**src/rtl/ds_countdown.sv**
```systemverilog
// Loadable M:SS.d BCD countdown timer with a decisecond prescaler.
// Counts the loaded value down to 0:00.0 and then pulses expired for one cycle.
module ds_countdown #(
    parameter int TICK_DIV = 10000000
) (
    input  logic        clk,
    input  logic        rst,
    input  logic        clear,
    input  logic        load,
    input  logic [15:0] load_val,
    input  logic        start,
    input  logic        pause,
    output logic [3:0]  min,
    output logic [3:0]  sec_t,
    output logic [3:0]  sec_o,
    output logic [3:0]  ds,
    output logic        running,
    output logic        done,
    output logic        expired
);

    localparam int PW = $clog2(TICK_DIV);
    localparam logic [PW-1:0] PRESC_MAX = PW'(TICK_DIV - 1);

    typedef enum logic [1:0] {
        ST_IDLE,
        ST_RUN,
        ST_PAUSE,
        ST_DONE
    } state_t;

    state_t          state_reg, state_next;
    logic [PW-1:0]   presc_reg, presc_next;
    logic [3:0]      dig_reg   [4];
    logic [3:0]      dig_next  [4];
    logic [3:0]      dig_clamp [4];
    logic [3:0]      dig_dec   [4];
    logic [3:0]      dig_zero;
    logic            expired_reg, expired_next;
    logic            val_zero;
    logic            val_one;
    logic            tick;

    // Digit index 0 = deciseconds ... 3 = minutes; only the seconds-tens digit tops out at 5.
    generate
        for (genvar gi = 0; gi < 4; gi++) begin : g_digit
            localparam logic [3:0] LIM      = (gi == 2) ? 4'd5 : 4'd9;
            localparam logic [3:0] LOW_MASK = 4'((1 << gi) - 1);

            assign dig_zero[gi]  = (dig_reg[gi] == 4'd0);
            assign dig_clamp[gi] = (load_val[gi*4 +: 4] > LIM) ? LIM : load_val[gi*4 +: 4];
            // A digit borrows when every less significant digit is zero.
            assign dig_dec[gi]   = ((dig_zero & LOW_MASK) != LOW_MASK) ? dig_reg[gi] :
                                   (dig_zero[gi] ? LIM : dig_reg[gi] - 4'd1);
        end
    endgenerate

    assign val_zero = &dig_zero;
    assign val_one  = (&dig_zero[3:1]) && (dig_reg[0] == 4'd1);
    assign tick     = (presc_reg == PRESC_MAX);

    always_comb begin
        state_next   = state_reg;
        presc_next   = presc_reg;
        dig_next     = dig_reg;
        expired_next = 1'b0;

        if (clear) begin
            state_next = ST_IDLE;
            presc_next = '0;
            for (int i = 0; i < 4; i++) dig_next[i] = 4'd0;
        end else if (load && state_reg != ST_RUN) begin
            state_next = ST_IDLE;
            presc_next = '0;
            dig_next   = dig_clamp;
        end else begin
            case (state_reg)
                ST_IDLE: begin
                    if (!pause && start && !val_zero) begin
                        state_next = ST_RUN;
                        presc_next = '0;
                    end
                end
                ST_RUN: begin
                    if (pause) begin
                        state_next = ST_PAUSE;
                    end else if (tick) begin
                        presc_next = '0;
                        if (!val_zero) dig_next = dig_dec;
                        if (val_one) begin
                            state_next   = ST_DONE;
                            expired_next = 1'b1;
                        end
                    end else begin
                        presc_next = presc_reg + 1'b1;
                    end
                end
                ST_PAUSE: begin
                    if (!pause && start) state_next = ST_RUN;
                end
                default: ;
            endcase
        end
    end

    always_ff @(posedge clk) begin
        if (rst) begin
            state_reg   <= ST_IDLE;
            presc_reg   <= '0;
            expired_reg <= 1'b0;
            for (int i = 0; i < 4; i++) dig_reg[i] <= 4'd0;
        end else begin
            state_reg   <= state_next;
            presc_reg   <= presc_next;
            expired_reg <= expired_next;
            dig_reg     <= dig_next;
        end
    end

    assign min     = dig_reg[3];
    assign sec_t   = dig_reg[2];
    assign sec_o   = dig_reg[1];
    assign ds      = dig_reg[0];
    assign running = (state_reg == ST_RUN);
    assign done    = (state_reg == ST_DONE);
    assign expired = expired_reg;

endmodule

```
**config.mk**
```make
export PLATFORM = sky130hd
export DESIGN_NAME = ds_countdown
export DESIGN_NICKNAME = d
export VERILOG_FILES = /design/src/rtl/ds_countdown.sv
export SDC_FILE = /design/constraint.sdc
export NUM_CORES = 1
export LEC_CHECK = 0
export ABC_AREA = 1
export BUFFER_PORTS_ARGS = -buffer_cell sky130_fd_sc_hd__buf_2
export CORE_ASPECT_RATIO = 1.75
export CORE_UTILIZATION = 53
export CTS_CLUSTER_SIZE = 8
export DETAILED_ROUTE_END_ITERATION = 10
export GPL_TIMING_DRIVEN = 1
export PLACE_DENSITY = 0.77
export SLEW_MARGIN = 20
export SYNTH_ARGS = -nofsm -noshare
export SYNTH_HDL_FRONTEND = slang
export SYNTH_SLANG_ARGS = --single-unit
```
**constraint.sdc**
```tcl
create_clock -name clk -period 1.61 [get_ports clk]
set_clock_uncertainty 0.1 [all_clocks]
set_input_delay 0.161 -clock clk [delete_from_list [all_inputs] [get_ports clk]]
set_output_delay 0.161 -clock clk [all_outputs]
set_load 0.02 [all_outputs]
```
==> summary.md <==
| Metric | Value |
|---|---|
| Combinational Power Share | `between 20 and 30%` |
| Vias per cell | `5.64` |
| Die Span Y | `approximately 100 µm` |
| Final worst slack | `-0.0837 ns` |
| Pint | `1.70 mW` |
| Fmax | `590 MHz` |
| Synthesized Nets | `539` |
| WL final | `10800 µm` |
| Async SR Flop Fraction | `0%` |
| Yosys warns | `0` |
| Mapped Area | `0.00312 mm²` |
| Largest register FFs | `24` |
| Failing checks | `negative setup slack` |
| Nets | `672` |
| CORE AREA | `~0.0056 mm²` |
| Detailed placement HPWL | `7050 µm` |
| FP Rows | `36` |
| Slowest stage cell on the critical path | `dfxtp_1` |
| Clk sinks | `43` |
| Slew Limit Fails | `0` |
| Max incr delay on CP | `about 0.36 ns` |
| CP Cell Sequence | `nor2_1, nand3_1, nor2_4, nand3_4, nand2_8, nand3b_1, nand2_1, nand2_1, nor2_1` |
| Share of power burned in the clock network | `28.0%` |
| Antenna cell count | `0` |
| # DRC | `0` |
| Share of layout cells above drive strength 1 | `40.6%` |
| Final hold violation count | `0` |
| CTS tree | `done` |
| Gpl congestion | `0.954` |
| Post-detailed-route wirelength per cell | `14.9 µm` |
| Tightest Hold Check Type | `in2reg` |
| DRT iter0 DRCs | `454` |
| # port buffers | `40` |
| P&R area growth vs syn | `45.5%` |
| Period utilization | `105%` |
| EDFF count, synth | `0` |
| Initial Utilization | `55.5%` |
| Detailed-route via count | `4092` |
| Initial antenna violation count | `0` |
| Pre-antenna DRT Iters | `5` |
| First-pass GRT wire length | `15000 µm` |
| Multi-input gate area | `about 0.0022 mm²` |
| Total die area | `0.00622 mm²` |
| Peak supply drop | `about 0.00065 V` |
| Netlist cell types | `39` |
| Clk_lat worst skew | `0.32 ns` |
| Synth Flop Type | `dfxtp_1` |
| Status | `complete, but fails checks` |
| Static Leak | `2.06 nW` |
| Power Total | `2.58 mW` |
| Rel. slew slack | `79.3%` |
| Worst-margin pin slew | `0.308 ns` |
| Post-Syn Area per Cell | `6.05 µm²` |
| Total gr overflow | `0` |
| FF+latch area | `just under 900 µm²` |
| Min Clock Period, post-route | `1.69 ns` |
| Required @ worst endpoint | `1.76 ns` |
| P_sw | `0.881 mW` |
| Largest net degree at the start of global routing | `28` |
| Die width | `roughly 60 µm` |
| Clock transition at the registers of the reported paths | `roughly 0.090 ns` |
| Sequential element share of the synthesized area | `27.6%` |
| CTS root buf | `clkbuf_8` |
| Power density over the cells | `around 570 mW/mm²` |
| Clock buffer depth | `2` |
| Crit path launch type | `flip-flop` |
| Num CTS Buffers | `5` |
| # hold bufs at CTS | `0` |
| Total track usage | `31.3%` |
| Crit path kind | `reg2reg` |
| Sequential share of power | `42.9%` |
| I/O pin count | `41` |
| # setup viols final | `33` |
| Fillers | `379` |
| Worst setup EP type | `flip-flop` |
| Via count of the first global-routing pass | `3618` |
| Switching share of total power | `34.1%` |
| Max cap viols | `0` |
| # H-tree levels | `2` |
| FF+latch count, synth | `43` |
| Final ANT Viol Nets | `0` |
| RSZ-0062 raised after global routing | `yes` |
| Worst hold slack | `0.0934 ns` |
| Crit-path max FO | `6` |
| Critical path arrival | `1.84 ns` |
| Mapped Cells | `516` |
-- metrics by stage --
step | TNS, ns | util, % | area [µm²] | setup slack (ns) | std cells
floorplan | 0 | - | 3130 | 0.000214 | 516
detailed placement | -1.55 | 69.9 | 3940 | -0.208 | 699
CTS | -0.0372 | 73.5 | 4140 | -0.0169 | 711
global route | -4.29 | 80.7 | 4540 | -0.165 | 726
finish | -1.06 | 80.7 | 4540 | -0.0837 | 726
global placement | -0.739 | 69.9 | 3940 | -0.207 | 699
-- power by group through the flow --
stage | clock [mW] | combinational, mW | sequential (mW)
floorplan | 0 | 0.406 | 1.16
global placement | 0 | 0.612 | 1.13
detailed placement | 0 | 0.621 | 1.13
CTS | 0.716 | 0.642 | 1.11
global route | 0.759 | 0.813 | 1.11
finish | 0.723 | 0.752 | 1.11
-- cell families after synthesis --
| group | Yosys count | synth area share, % |
|---|---|---|
| fa+ha+maj | 1 | 0.401 |
| xor+xnor | 4 | 1.12 |
| simple gates | 337 | 49.6 |
| buf+inv | 75 | 11.0 |
| flops | 43 | 27.6 |
| compound gates | 56 | 10.3 |
-- cell usage after synthesis, types with 3 or more instances --
library cell	instances	share of area [%]
dfxtp_1	43	28
nor2_1	98	12
nor3_1	8	1.3
nand3_1	36	5.8
inv_1	55	6.6
o21ai_0	12	1.9
o21ai_2	3	0.84
buf_2	3	0.48
buf_6	5	1.8
nand2_2	9	1.8
nand2_1	139	17
a22oi_1	5	1.2
nand3_2	4	1.3
nor2_2	4	0.80
a21oi_1	24	3.8
xor2_1	4	1.1
or2_2	3	0.60
inv_2	6	0.72
a31oi_1	6	1.2
nand4_1	19	3.8
nor2_4	6	2.2
-- cell usage in the layout, fill, tap and decap left out, types with 3 or more instances in the layout --
| master | n |
|---|---|
| nand4_1 | 19 |
| clkbuf_8 | 5 |
| nor3_2 | 4 |
| buf_6 | 7 |
| nor2_2 | 16 |
| inv_1 | 49 |
| o21ai_2 | 4 |
| buf_2 | 40 |
| nand2_8 | 3 |
| xor2_1 | 4 |
| buf_4 | 86 |
| nor2_4 | 13 |
| nor2_1 | 79 |
| nand2_4 | 7 |
| dfxtp_2 | 16 |
| nor3_1 | 5 |
| a31oi_1 | 6 |
| a21oi_1 | 22 |
| dfxtp_1 | 25 |
| nand3_4 | 6 |
| o21ai_0 | 11 |
| nand3_2 | 5 |
| nand2_1 | 120 |
| or2_2 | 3 |
| a22oi_1 | 5 |
| nand2_2 | 22 |
| nand3_1 | 30 |
| inv_2 | 11 |
-- worst max-delay path, delay by kind of cell (launching register included) --
| family | cells | cell delay, ns |
|---|---|---|
| AND/OR/NAND/NOR | 9 | 1.16 |
| flip-flops | 1 | 0.36 |
-- routing by layer --
layer / vias up / global-route usage, % / part of all wire [%]
met1: 1856 / 31.3 / 34
met4: 0 / 20.1 / 7.2
met3: 81 / 6.12 / 6.6
met2: 224 / 55.4 / 53
met5: - / 0 / 0
li1: 1931 / - / -
-- path summary, 6_finish.rpt --
path                            endpoint  slack (ns)           from  cells after the start
worst max-delay path            sec_o[0]       -0.08  presc_reg[13]                      9
worst min-delay path               ds[1]        0.09    load_val[1]                      5
worst max register to register  sec_o[0]       -0.08  presc_reg[13]                      9
worst min register to register  sec_t[3]        0.37       sec_t[3]                      2
-- timing repair --
| item | CTS | global route |
|---|---|---|
| setup buffers | 2 | 14 |
| gates resized for setup | 28 | 82 |
| endpoints found under the setup margin | 33 | 43 |
| cloned | 2 | 1 |
| pin swaps | 11 | 37 |
-- area by class of cell --
cell class / instances / area share (%)
Tap cell: 76 / 2.09
Sequential cell: 43 / 19.6
Timing Repair Buffer: 136 / 21.8
Multi-Input combinational cell: 400 / 49.4
Clock buffer: 7 / 1.68
Clock inverter: 1 / 0.110
Inverter: 63 / 5.34
Power figures use the tool's default switching activity.
